[src/rtl/memory_sequencer.sv]
// memory_sequencer: shares the single memory op port between branch, data
// and fetch requesters, expanding each request into its memory op sequence.
// Optional build macro: MEMSEQ_ROUND_ROBIN_EN (alternate data/fetch service).
package memory_sequencer_pkg;
  typedef enum logic [2:0] {
    MEM_NOP      = 3'd0,
    MEM_READ     = 3'd1,
    MEM_WRITE    = 3'd2,
    MEM_INC      = 3'd3,
    MEM_ABSOLUTE = 3'd4,
    MEM_REL_ADD  = 3'd5,
    MEM_REL_SUB  = 3'd6
  } memory_op_e;

  typedef enum logic {
    BUS_MAR = 1'b0,
    BUS_PC  = 1'b1
  } memory_bus_selector_e;
endpackage

module memory_sequencer
  import memory_sequencer_pkg::*;
(
  input  logic                 clock,
  input  logic                 reset,
  input  logic                 fetch_req,
  output logic                 fetch_ack,
  output logic [15:0]          fetch_instr,
  input  logic                 data_req,
  input  logic                 data_we,
  input  logic [7:0]           data_addr,
  input  logic                 data_sel,
  input  logic [7:0]           data_wdata,
  output logic                 data_ack,
  output logic [7:0]           data_rdata,
  input  logic                 branch_req,
  input  logic [1:0]           branch_mode,
  input  logic [7:0]           branch_value,
  output logic                 branch_ack,
  output memory_op_e           mem_op,
  output memory_bus_selector_e mem_bus_selector,
  output logic                 mem_word_selector,
  output logic [7:0]           mem_in,
  input  logic [7:0]           mem_out,
  output logic                 busy
);

  typedef enum logic [3:0] {
    ST_IDLE   = 4'd0,
    ST_BR     = 4'd1,
    ST_ACK_BR = 4'd2,
    ST_F_RD0  = 4'd3,
    ST_F_RD1  = 4'd4,
    ST_F_INC  = 4'd5,
    ST_ACK_F  = 4'd6,
    ST_D_SET  = 4'd7,
    ST_D_WR   = 4'd8,
    ST_D_RD   = 4'd9,
    ST_D_CAP  = 4'd10,
    ST_ACK_D  = 4'd11
  } state_e;

  state_e               state_r;
  memory_op_e           mem_op_r;
  memory_bus_selector_e bus_r;
  logic                 word_sel_r;
  logic [7:0]           mem_in_r;
  logic                 fetch_ack_r;
  logic                 data_ack_r;
  logic                 branch_ack_r;
  logic [15:0]          fetch_instr_r;
  logic [7:0]           data_rdata_r;
  logic [7:0]           instr_hi_r;
  logic                 we_r;
  logic                 sel_r;
  logic [7:0]           wdata_r;
  logic                 busy_r;
  logic                 grant_data_s;

  // Reserved branch mode falls back to an absolute PC load
  function automatic memory_op_e branch_op(input logic [1:0] mode);
    case (mode)
      2'd1:    branch_op = MEM_REL_ADD;
      2'd2:    branch_op = MEM_REL_SUB;
      default: branch_op = MEM_ABSOLUTE;
    endcase
  endfunction

`ifdef MEMSEQ_ROUND_ROBIN_EN
  logic last_fetch_r;

  // Track which of data/fetch was granted most recently
  always_ff @(posedge clock or negedge reset) begin
    if (!reset) begin
      last_fetch_r <= 1'b1;
    end else if ((state_r == ST_IDLE) && !branch_req && (data_req || fetch_req)) begin
      last_fetch_r <= !grant_data_s;
    end else begin
      last_fetch_r <= last_fetch_r;
    end
  end
`endif

  // Decide whether data wins over fetch when both are pending
  always_comb begin
    grant_data_s = 1'b0;
    if (data_req && fetch_req) begin
`ifdef MEMSEQ_ROUND_ROBIN_EN
      grant_data_s = last_fetch_r;
`else
      grant_data_s = 1'b1;
`endif
    end else begin
      grant_data_s = data_req;
    end
  end

  // Sequencer FSM; memory outputs are registered for the state being entered
  always_ff @(posedge clock or negedge reset) begin
    if (!reset) begin
      state_r       <= ST_IDLE;
      mem_op_r      <= MEM_NOP;
      bus_r         <= BUS_MAR;
      word_sel_r    <= 1'b0;
      mem_in_r      <= 8'd0;
      fetch_ack_r   <= 1'b0;
      data_ack_r    <= 1'b0;
      branch_ack_r  <= 1'b0;
      fetch_instr_r <= 16'd0;
      data_rdata_r  <= 8'd0;
      instr_hi_r    <= 8'd0;
      we_r          <= 1'b0;
      sel_r         <= 1'b0;
      wdata_r       <= 8'd0;
      busy_r        <= 1'b0;
    end else begin
      mem_op_r     <= MEM_NOP;
      bus_r        <= BUS_MAR;
      word_sel_r   <= 1'b0;
      mem_in_r     <= 8'd0;
      fetch_ack_r  <= 1'b0;
      data_ack_r   <= 1'b0;
      branch_ack_r <= 1'b0;
      busy_r       <= 1'b1;
      case (state_r)
        ST_IDLE: begin
          if (branch_req) begin
            state_r  <= ST_BR;
            mem_op_r <= branch_op(branch_mode);
            bus_r    <= BUS_PC;
            mem_in_r <= branch_value;
          end else if (grant_data_s) begin
            state_r  <= ST_D_SET;
            mem_op_r <= MEM_ABSOLUTE;
            mem_in_r <= data_addr;
            we_r     <= data_we;
            sel_r    <= data_sel;
            wdata_r  <= data_wdata;
          end else if (fetch_req) begin
            state_r  <= ST_F_RD0;
            mem_op_r <= MEM_READ;
            bus_r    <= BUS_PC;
          end else begin
            state_r <= ST_IDLE;
            busy_r  <= 1'b0;
          end
        end
        ST_BR: begin
          state_r      <= ST_ACK_BR;
          branch_ack_r <= 1'b1;
        end
        ST_F_RD0: begin
          state_r    <= ST_F_RD1;
          mem_op_r   <= MEM_READ;
          bus_r      <= BUS_PC;
          word_sel_r <= 1'b1;
        end
        ST_F_RD1: begin
          state_r    <= ST_F_INC;
          instr_hi_r <= mem_out;
          mem_op_r   <= MEM_INC;
          bus_r      <= BUS_PC;
        end
        ST_F_INC: begin
          state_r       <= ST_ACK_F;
          fetch_instr_r <= {instr_hi_r, mem_out};
          fetch_ack_r   <= 1'b1;
        end
        ST_D_SET: begin
          word_sel_r <= sel_r;
          if (we_r) begin
            state_r  <= ST_D_WR;
            mem_op_r <= MEM_WRITE;
            mem_in_r <= wdata_r;
          end else begin
            state_r  <= ST_D_RD;
            mem_op_r <= MEM_READ;
          end
        end
        ST_D_WR: begin
          state_r    <= ST_ACK_D;
          data_ack_r <= 1'b1;
        end
        ST_D_RD: begin
          state_r <= ST_D_CAP;
        end
        ST_D_CAP: begin
          state_r      <= ST_ACK_D;
          data_rdata_r <= mem_out;
          data_ack_r   <= 1'b1;
        end
        default: begin
          state_r <= ST_IDLE;
          busy_r  <= 1'b0;
        end
      endcase
    end
  end

  assign mem_op            = mem_op_r;
  assign mem_bus_selector  = bus_r;
  assign mem_word_selector = word_sel_r;
  assign mem_in            = mem_in_r;
  assign fetch_ack         = fetch_ack_r;
  assign fetch_instr       = fetch_instr_r;
  assign data_ack          = data_ack_r;
  assign data_rdata        = data_rdata_r;
  assign branch_ack        = branch_ack_r;
  assign busy              = busy_r;

endmodule

[config.mk]
export PLATFORM = sky130hd
export DESIGN_NAME = memory_sequencer
export DESIGN_NICKNAME = d
export VERILOG_FILES = /design/src/rtl/memory_sequencer.sv
export SDC_FILE = /design/constraint.sdc
export NUM_CORES = 1
export LEC_CHECK = 0
export ABC_AREA = 1
export CAP_MARGIN = 10
export CORE_MARGIN = 2
export CORE_UTILIZATION = 47
export CTS_CLUSTER_SIZE = 20
export DETAILED_ROUTE_END_ITERATION = 8
export PLACE_DENSITY = 0.8
export SLEW_MARGIN = 25
export SYNTH_ARGS = -nofsm -noshare
export SYNTH_HDL_FRONTEND = slang
export SYNTH_SLANG_ARGS = --single-unit
[constraint.sdc]
create_clock -name clock -period 1.7 [get_ports clock]
set_clock_uncertainty 0.15 [all_clocks]
set_input_delay 0.34 -clock clock [delete_from_list [all_inputs] [get_ports clock]]
set_output_delay 0.34 -clock clock [all_outputs]
set_load 0.01 [all_outputs]
======== After elaboration in Yosys (flattened, before gate mapping) ========
Index checks and enable logic that the tools add are counted.
cells by class
  reductions and logical operators ........ 6
  bitwise gates (word level) .............. 1
  mux-type cells .......................... 27
  equal/unequal tests ..................... 10
operators by type and width
  operator            number
  $pmux 4 s8          1
  $mux 8              3
  $pmux 8 s2          1
  $eq 4x3->1 const B  3
  $eq 4x4->1 const B  3
  $mux 3              4
  $pmux 3 s4          1
  $mux 1              11
  $reduce_or 8->1     1
  $pmux 1 s2          3
  $eq 4x1->1 const B  1
  $eq 4x2->1 const B  1
  $logic_not 4->1     1
  $mux 2              2
  $pmux 2 s2          1
  $reduce_or 2->1     2
  $reduce_and 3->1    1
  $eq 2x1->1 const B  1
  $eq 2x2->1 const B  1
  $logic_and 1x1->1   1
  $not 1->1           1
storage, ports and cells
  bits of input ports ..................... 41
  flip-flop bits (word level) ............. 63
  word-level logic and storage cells ...... 59
  output and inout bits ................... 41

======== Logic depth before layout (Yosys ltp) ========
Gate-level depths: netlist of the first run.
  depth in word-level cells ............... 5
  depth in mapped cells ................... 7

======== Least setup slack after synthesis of the first run ========
OpenSTA, ideal clock, no wires.
  path type ............................... register to register
  from .................................... register state_r[1]
  to ...................................... register wdata_r[7]
  cell stages (with the launch flop) ...... 8
  setup time .............................. 0.116 ns
  data arrival time ....................... 1.036 ns
  path buffers ............................ 1
  path slack .............................. 0.397 ns
  path through ............................ dfrtp_1 nor2_2 nand2_2 inv_2 nand2_1 buf_6 nand2_1 nand2_1
on the way
  cells in the longest elaborated chain, start to end .. 2
ends and longest elaborated chain
  item                               RTL line  RTL
  from (decl)                        63        state_e state_r;
  from (signal assigned)             121       state_r <= ST_IDLE;
  from (signal assigned)             148       state_r <= ST_BR;
  from (signal assigned)             153       state_r <= ST_D_SET;
  $logic_not 4->1                    145       case (state_r)
  $reduce_and 3->1 (no source line)  --
  to (signal assigned)               158       wdata_r <= data_wdata;
  to (decl)                          76        logic [7:0] wdata_r;
No other way between the ends.
A chain may end at the register's enable or synchronous reset.

======== Worst setup path after layout of the first run ========
  from .................................... register mem_in_r[4] (netlist: mem_in[4])
  to ...................................... output port mem_in[4]
RTL lines
  item                    RTL line  RTL
  from (decl)             67        logic [7:0] mem_in_r;
  from (signal assigned)  151       mem_in_r <= branch_value;
  from (signal assigned)  155       mem_in_r <= data_addr;
  from (signal assigned)  194       mem_in_r <= wdata_r;
  to (decl)               43        output logic [7:0] mem_in,
No word-level cell between the ends.

==> results.ini, run 1 <==
[status]
status=complete, no violations

[power]
p_leak_nw=2.10
irDropWorstVdd_mv=0.852
comb_power_share_pct=38.0
pwr-share-clk_pct=22.5
seqPwrFrac_pct=39.5
power.density_mw_per_mm2=1700
switching_share_pct=35.6
p_switching_mw=2.30
p_int_mw=4.17

[setup_path]
cp-endpoint=mem_in[4]
end_kind=output pin
cpLargestDelayFamily=buffers and inverters
worstRegToRegCells=6
cp_num_buf_inv=1
worst_ep_arrival_time_ps=1180
worst_path_max_delay_cell=clkdlybuf4s50_1
r2r-end=mem_op[1]
path_cells=clkdlybuf4s50_1
r2r_slack_ps=120
cp-start-kind=flip-flop
crit_required_ps=1210
worst-path-stages=1
cp-startpoint=mem_in[4]
r2r-start=state_r[1]
path_class=reg -> out
slowest_delay_ps=530
crit_fanout=1

[finish]
fin_cells=470
antenna_cells=0
utilization_pct=68.9
drive_gt1_share_pct=14.3
final_nets=434
syn_to_final_growth_pct=40.7
fill_cells=464

[sta]
relSlewSlack_pct=72.7
drv_slew=0
setup_violations=0
setup_tns_ps=0
holdWs_ps=323
fmax_mhz=598
finalHoldViolations=0
period_share_pct=98.3
rsz0062_at_grt=false
worstMarginPinSlew_ps=408
min_period_ps=1670

[synthesis]
synth_ff_type=dfrtp_1
synth_top_cell_area_share_pct=58.1
synthTopCellsByArea=dfrtp_1 58%, nand2_1 17%, o21ai_2 5.5%
synth_edf_count=0
ys_types=19
yosys-top-cells-count=123 x nand2_1, 63 x dfrtp_1, 24 x nand3_1, 19 x inv_1, 17 x o21ai_2
synth_fp_nets=344
syn_area_per_cell_um2=8.95
synth_seq_cells=63
yosysTopAreaCell=dfrtp_1
synthArstFlopShare_pct=100
syn_inst=303
yosys_warnings=0
yosysSeqAreaShare_pct=58.1
synth_area_mm2=0.00271
yosysMostFrequentCell=nand2_1

[routing]
viasPerCell=4.77
num_vias=2241
wl_per_cell_um=13.1
first_pass_iters=4
drc=0
totalWireLength_um=6140
drt-initial-drc-count=166
postRouteAntennaNets=0

[die]
die_w_um=80.0
row_count=27
die_area_mm2=0.00640
initial_core_util_pct=49.0
core_area_mm2=0.00554
fp.dieH_um=80.0
io_pins=82

[clock_network]
cts_sinks=63
clk_latency_ps=330
numCtsBuffers=9
clk_pin_slew_worst_paths_ps=60
h-tree-depth=3
post_cts_buffers=0
cts_tree=done
cts_root_buf=clkbuf_8
clockBufferDepth=2

[hold_path]
hp-class=reg -> reg
min_from=wdata_r[0]

[placed_design]
gp_congestion=0.870
numPlacedInstances=453
dp_hpwl_um=4360
io_buffers=81

[grt]
grtUsageMet3_pct=3.51
grt_util_all_layers_pct=21.3
use_met2_pct=34.7
grt.overflow.total=0
grt_max_degree=64
grtUsageMet1_pct=28.0
grt_pass1_wl_um=10400
antenna_found_initial=0
top_usage_layer=met2
grt_pass1_vias=2215

[run]
maxCapViolations=0

## per-layer routing
layer | vias up | wire [um]
li1 | 1130 | -
met1 | 1049 | 2720
met2 | 52 | 3050
met3 | 10 | 240
met4 | 0 | 124
met5 | - | 0
## repair_timing
action / CTS / global route
hold endpoints to repair: 63 / 0
hold buffers: 1 / 0
setup endpoints to repair: 26 / 19
resized for setup: 26 / 9
pin swaps: 0 / 0
## stage by stage
step                instance area (um2)  worst slack, ps  power, mW
finish                             3820             28.5       6.48
global route                       3820             1.50       6.94
CTS                                3790             1.72       6.54
detailed placement                 3590            -50.1       5.27
global placement                   3590            0.851       5.18
floorplan                          2710              397       4.04
## kinds of logic (layout without fill, tap and decap cells)
family                 count (synthesis)  count (layout)  synth area share, %
AOI/OAI and AO/OA                     34              34                 8.62
DFF                                   63              63                 58.1
buffers and inverters                 36             131                 7.01
and+or+nand+nor                      170             170                 26.2
## flip-flops by register name, summed over array words and instances, names as in the netlist, 3 cells and up
register	count
mem_in	8
mem_op	3
state_r	4
fetch_instr	16
data_rdata	8
wdata_r	8
instr_hi_r	8
## area by class of cell
cell class	instances	area, um2	share of cell area (%)
Clock buffer	13	159	4.16
Clock inverter	3	65.1	1.70
Inverter	23	86.3	2.26
Multi-Input combinational cell	204	948	24.9
Sequential cell	63	1580	41.3
Tap cell	72	90.1	2.36
Timing Repair Buffer	92	891	23.3
## placed cells by master, fill, tap and decap left out, types with 9 or more instances in the layout
| master | instances |
|---|---|
| nand2_1 | 122 |
| dfrtp_1 | 63 |
| clkdlybuf4s50_1 | 46 |
| dlygate4sd2_1 | 26 |
| nand3_1 | 24 |
| inv_1 | 19 |
| o21ai_2 | 17 |
| nor2_1 | 11 |
| clkbuf_8 | 11 |
| o21ai_0 | 9 |
| buf_4 | 9 |
## worst min-delay path by stage
stage | endpoint | depth (start not counted) | slack (ps)
global route | wdata_r[5] | 2 | 340
floorplan | branch_ack | 0 | -110
global placement | mem_in[5] | 2 | 220
finish | wdata_r[0] | 2 | 320
CTS | wdata_r[0] | 2 | 330
detailed placement | mem_in[5] | 2 | 220
## power by group through the flow
stage | logic, mW | registers [mW] | clock network [mW]
after floorplan | 1.33 | 2.71 | 0
after global placement | 2.60 | 2.58 | 0
after detailed placement | 2.68 | 2.59 | 0
after CTS | 2.50 | 2.56 | 1.47
after global routing | 2.76 | 2.64 | 1.54
final | 2.46 | 2.56 | 1.46
Power figures use the tool's default switching activity.
==> inputs of run 2 (changes only) <==
Settings changed: CORE_UTILIZATION 47 to 42, PLACE_DENSITY 0.8 to 0.76.
Clock period 1.7 ns to 1.42 ns, I/O delays scaled along.
==> run 2 against run 1 <==
  * Die area increased by 11%
  * Sequential share of layout area decreased by 0.66 points
  * Via count is 2.2% higher
  * Global-route usage down 2.2 points
  * Critical path depth did not move
  * Wire length is 3.2% higher
  * Final cell count increased by 3.4%
  * Register-to-register slack got worse by 60 ps
  * Clock power rose by 31%
  * Critical path type unchanged
  * Critical endpoint is now fetch_instr[11]
==> results.ini, run 2 (synthesis results as in run 1) <==
[status]
status=complete, no violations

[placed_design]
gp_congestion=0.877  ; +0.80%
dp_worst_setup_slack_ps=-255  ; -205 ps
dp_hpwl_um=4700  ; +8.0%
io_buffers=81  ; unchanged
numPlacedInstances=465  ; +2.6%

[grt]
grtUsageMet1_pct=24.5  ; -3.4 points
grt_util_all_layers_pct=19.1  ; -2.2 points
use_met2_pct=31.0  ; -3.6 points
grtUsageMet3_pct=4.72  ; +1.2 points
grt.overflow.total=0  ; unchanged
grt_pass1_vias=2336  ; +5.5%
antenna_found_initial=0  ; unchanged
top_usage_layer=met2
grt_pass1_wl_um=10700  ; +3.5%
grt_max_degree=34  ; -47%

[clock_network]
clk_latency_ps=350  ; +20 ps
cts_root_buf=clkbuf_8
cts_sinks=63  ; unchanged
clockBufferDepth=2  ; unchanged
clk_pin_slew_worst_paths_ps=70  ; about the same
numCtsBuffers=9  ; unchanged
h-tree-depth=3  ; unchanged
cts_tree=done

[routing]
drt-initial-drc-count=127  ; -23%
totalWireLength_um=6330  ; +3.2%
first_pass_iters=4  ; unchanged
drc=0  ; unchanged
viasPerCell=4.71  ; -1.1%
wl_per_cell_um=13.0  ; -0.23%
postRouteAntennaNets=0  ; unchanged
num_vias=2291  ; +2.2%

[finish]
final_cell_mix=121 x nand2_1, 59 x dfrtp_1, 39 x clkdlybuf4s50_1
drive_gt1_share_pct=24.2  ; +9.9 points
final_common_cell=nand2_1
final_nets=445  ; +2.5%
fin_cells=486  ; +3.4%
syn_to_final_growth_pct=43.4
fill_cells=558  ; +20%
largest_reg_flops=16  ; unchanged
antenna_cells=0  ; unchanged

[setup_path]
path_class=reg -> out
crit_fanout=2  ; +1
cp-start-kind=flip-flop
end_kind=output pin
worst_path_max_delay_cell=dfrtp_1
worst_ep_arrival_time_ps=970  ; -210 ps
cp_num_buf_inv=1  ; unchanged
cpLargestDelayFamily=flip-flops
slowest_delay_ps=390  ; -140 ps
crit_required_ps=990  ; -220 ps
path_cells=clkdlybuf4s15_2

[sta]
min_period_ps=1410
fmax_mhz=711
drv_slew=0  ; unchanged
worstMarginPinSlew_ps=444  ; +36.5 ps
setup_tns_ps=0  ; unchanged
fin_ws_ps=13.4  ; -15.1 ps
finalHoldViolations=0  ; unchanged
setup_violations=0  ; unchanged
relSlewSlack_pct=70.4  ; -2.4 points
rsz0062_at_grt=true
period_share_pct=99.1

[die]
io_pins=82  ; unchanged
row_count=29  ; +7.4%
initial_core_util_pct=43.0  ; -6.0 points
die_area_mm2=0.00712  ; +11%
die_w_um=84.4  ; +5.5%
fp.dieH_um=84.4  ; +5.5%
core_area_mm2=0.00631  ; +14%

[power]
p_total_mw=8.20  ; +27%
p_leak_nw=2.02  ; -3.6%
irDropWorstVdd_mv=0.966  ; +13%
power.density_mw_per_mm2=2110  ; +24%

[run]
maxCapViolations=0  ; unchanged

[hold_path]
hp-class=reg -> reg

-- run 2: final timing paths --
path | startpoint | to | slack [ps] | cells after the start
worst min-delay path | wdata_r[0] | wdata_r[0] | 320 | 2
worst min register to register | wdata_r[0] | wdata_r[0] | 320 | 2
worst max register to register | state_r[3] | data_rdata[2] | 60 | 5
max in group asynchronous | reset | data_rdata[0] | 480 | 3
min in group asynchronous | reset | mem_op[1] | 330 | 3
worst max-delay path | fetch_instr[11] | fetch_instr[11] | 10 | 1
-- run 2: what timing repair did --
action	in CTS	in global routing
gates resized for setup	88	41
setup endpoints to repair	48	72
endpoints found under the hold margin	63	0
buffers inserted	1	3
pin swaps	1	1
hold buffers	1	0
-- run 2: worst register-to-register path, delay by kind of cell (launching register included) --
family | cells | cell delay [ps]
compound gates | 1 | 60
buf+inv | 1 | 60
flops | 1 | 430
simple gates | 3 | 550
-- run 2: metal layers --
layer / share of wire (%) / up-vias
met2: 50 / 44
met5: 0 / -
li1: - / 1152
met3: 3.9 / 10
met1: 44 / 1085
met4: 1.8 / 0
-- run 2: layout make-up --
type,count,area (um2),share of cell area [%]
clock buffer,10,138,3.54
timing repair buffer,103,900,23.1
sequential,63,1580,40.7
clock inverter,6,108,2.77
tap,77,96.3,2.48
inverter,23,91.3,2.35
multi-input combinational,204,976,25.1
-- run 2: metrics by stage --
stage / cell area [um2] / utilization [%] / hold slack (ps)
2_1_floorplan: 2710 / - / -162
3_3_place_gp: 3680 / 58.2 / 175
3_5_place_dp: 3680 / 58.2 / 180
4_1_cts: 3920 / 62.0 / 326
5_1_grt: 3890 / 61.6 / 348
6_report: 3890 / 61.6 / 321
-- run 2: report_power, final --
part	switching, mW	total (mW)	internal, mW
Clock	0.699	1.91	1.21
Combinational	1.72	3.18	1.46
Sequential	0.514	3.12	2.61
==> inputs of run 3 (changes only) <==
Settings changed: CORE_MARGIN 2 to 1.5.
==> run 3 against run 2 <==
  * Register-to-register slack about the same
  * Sequential power barely moved
  * Via count increased by 1.6%
  * First-iteration DRC count up 58%
  * Critical path depth unchanged
  * Critical endpoint is now mem_in[2]
  * Largest cell class unchanged
  * Largest power group unchanged
==> results.ini, run 3 (synthesis results as in run 1) <==
[sta]
min_period_ps=1370  ; -33.0 ps
rsz0062_at_grt=true
fin_ws_ps=46.4  ; +33.0 ps
setup_tns_ps=0  ; unchanged
relSlewSlack_pct=72.1  ; +1.7 points
fmax_mhz=728  ; +2.4%
drv_slew=0  ; unchanged
worstMarginPinSlew_ps=418  ; -26.2 ps
period_share_pct=96.7  ; -2.3 points
setup_violations=0  ; unchanged
finalHoldViolations=0  ; unchanged

[routing]
drc=0  ; unchanged
wl_per_cell_um=13.8  ; +5.8%
num_vias=2327  ; +1.6%
first_pass_iters=4  ; unchanged
drt-initial-drc-count=201  ; +58%
viasPerCell=4.81  ; +2.0%
totalWireLength_um=6670  ; +5.4%
postRouteAntennaNets=0  ; unchanged

[die]
initial_core_util_pct=43.2  ; +0.25 points
die_area_mm2=0.00695  ; -2.4%
die_w_um=83.4  ; -1.2%
core_area_mm2=0.00628  ; -0.57%
io_pins=82  ; unchanged
fp.dieH_um=83.4  ; -1.2%
row_count=29  ; unchanged

[setup_path]
r2r-start=state_r[0]
cp-startpoint=mem_in[2]
path_cells=clkdlybuf4s15_1
crit_required_ps=990  ; about the same
cp_num_buf_inv=1  ; unchanged
end_kind=output pin
cp-start-kind=flip-flop
worst_path_max_delay_cell=dfrtp_1
slowest_delay_ps=370  ; -20 ps
crit_fanout=1  ; -1
worst_ep_arrival_time_ps=940  ; -30 ps
cpLargestDelayFamily=flip-flops
path_class=reg -> out

[power]
pwr-share-clk_pct=20.1  ; -3.1 points
p_int_mw=4.90  ; -7.0%
p_leak_nw=1.99  ; -1.5%
p_switching_mw=3.00  ; +2.2%
comb_power_share_pct=40.5  ; +1.7 points
power.density_mw_per_mm2=2040  ; -3.1%
switching_share_pct=38.0  ; +2.2 points
irDropWorstVdd_mv=0.991  ; +2.6%
seqPwrFrac_pct=39.4  ; +1.4 points

[clock_network]
clk_pin_slew_worst_paths_ps=70  ; about the same
cts_tree=done
clk_latency_ps=330  ; -20 ps
clockBufferDepth=2  ; unchanged
cts_root_buf=clkbuf_8
cts_sinks=63  ; unchanged
h-tree-depth=3  ; unchanged
numCtsBuffers=9  ; unchanged

[placed_design]
numPlacedInstances=462  ; -0.65%
dp_hpwl_um=4610  ; -2.0%
dp_worst_setup_slack_ps=-268  ; -13.1 ps
io_buffers=81  ; unchanged
gp_congestion=0.866  ; -1.2%

[finish]
drive_gt1_share_pct=24.3  ; +0.12 points
final_nets=444  ; -0.22%
syn_to_final_growth_pct=42.4
final_cell_mix=121 x nand2_1, 59 x dfrtp_1, 38 x clkdlybuf4s50_1
final_common_cell=nand2_1
largest_reg_flops=16  ; unchanged
antenna_cells=0  ; unchanged
utilization_pct=61.6  ; -0.062 points
fin_cells=484  ; -0.41%

[grt]
grt_util_all_layers_pct=20.2  ; +1.0 points
grt_pass1_vias=2322  ; -0.60%
grt.overflow.total=0  ; unchanged
antenna_found_initial=0  ; unchanged
grt_pass1_wl_um=11000  ; +2.7%
grt_max_degree=32  ; -5.9%

[run]
maxCapViolations=0  ; unchanged

[status]
status=complete, no violations

[hold_path]
hp-class=in -> async

## run 3: area by class of cell
class	count	area [um2]
Multi-Input combinational cell	205	993
Sequential cell	63	1580
Fill cell	523	2410
Tap cell	77	96.3
Inverter	23	95.1
Clock buffer	11	151
Timing Repair inverter	1	5.00
Timing Repair Buffer	100	887
Clock inverter	4	53.8
## run 3: final timing paths
kind / to / slack (ps) / cells past startpoint
min reg2reg: fetch_instr[11] / 320 / 2
max: mem_in[2] / 50 / 1
min in group clock: fetch_instr[11] / 320 / 2
max reg2reg: instr_hi_r[5] / 60 / 6
max in group asynchronous: instr_hi_r[2] / 460 / 3
min: wdata_r[2] / 220 / 2
## run 3: per-layer routing
metal	vias to the layer above	part of all wire, %	track usage [%]
met2	60	52	33.9
li1	1149	-	-
met5	-	0	0
met4	0	1.3	8.64
met1	1110	43	25.0
met3	8	4.0	4.47
## run 3: power groups by stage
| stage | combinational, mW | clock [mW] | sequential [mW] |
|---|---|---|---|
| floorplan | 1.59 | 0 | 3.25 |
| global placement | 3.26 | 0 | 3.08 |
| detailed placement | 3.34 | 0 | 3.11 |
| CTS | 3.17 | 1.61 | 3.08 |
| global route | 3.55 | 1.72 | 3.21 |
| finish | 3.20 | 1.59 | 3.11 |
## run 3: stage by stage
| stage | total power, mW | cell area, um2 | hold WS (ps) |
|---|---|---|---|
| floorplan | 4.83 | 2710 | -162 |
| global placement | 6.34 | 3670 | 24.3 |
| detailed placement | 6.45 | 3670 | 27.7 |
| CTS | 7.86 | 3880 | 207 |
| global route | 8.49 | 3860 | 221 |
| finish | 7.90 | 3860 | 217 |
## run 3: what timing repair did
| action | in CTS | in global routing |
|---|---|---|
| pin swaps | 1 | 1 |
| resized for setup | 75 | 53 |
| gates cloned | 0 | 2 |
| setup endpoints to repair | 53 | 75 |
| buffers inserted | 2 | 2 |
| endpoints found under the hold margin | 63 | 0 |
| hold buffers | 1 | 0 |
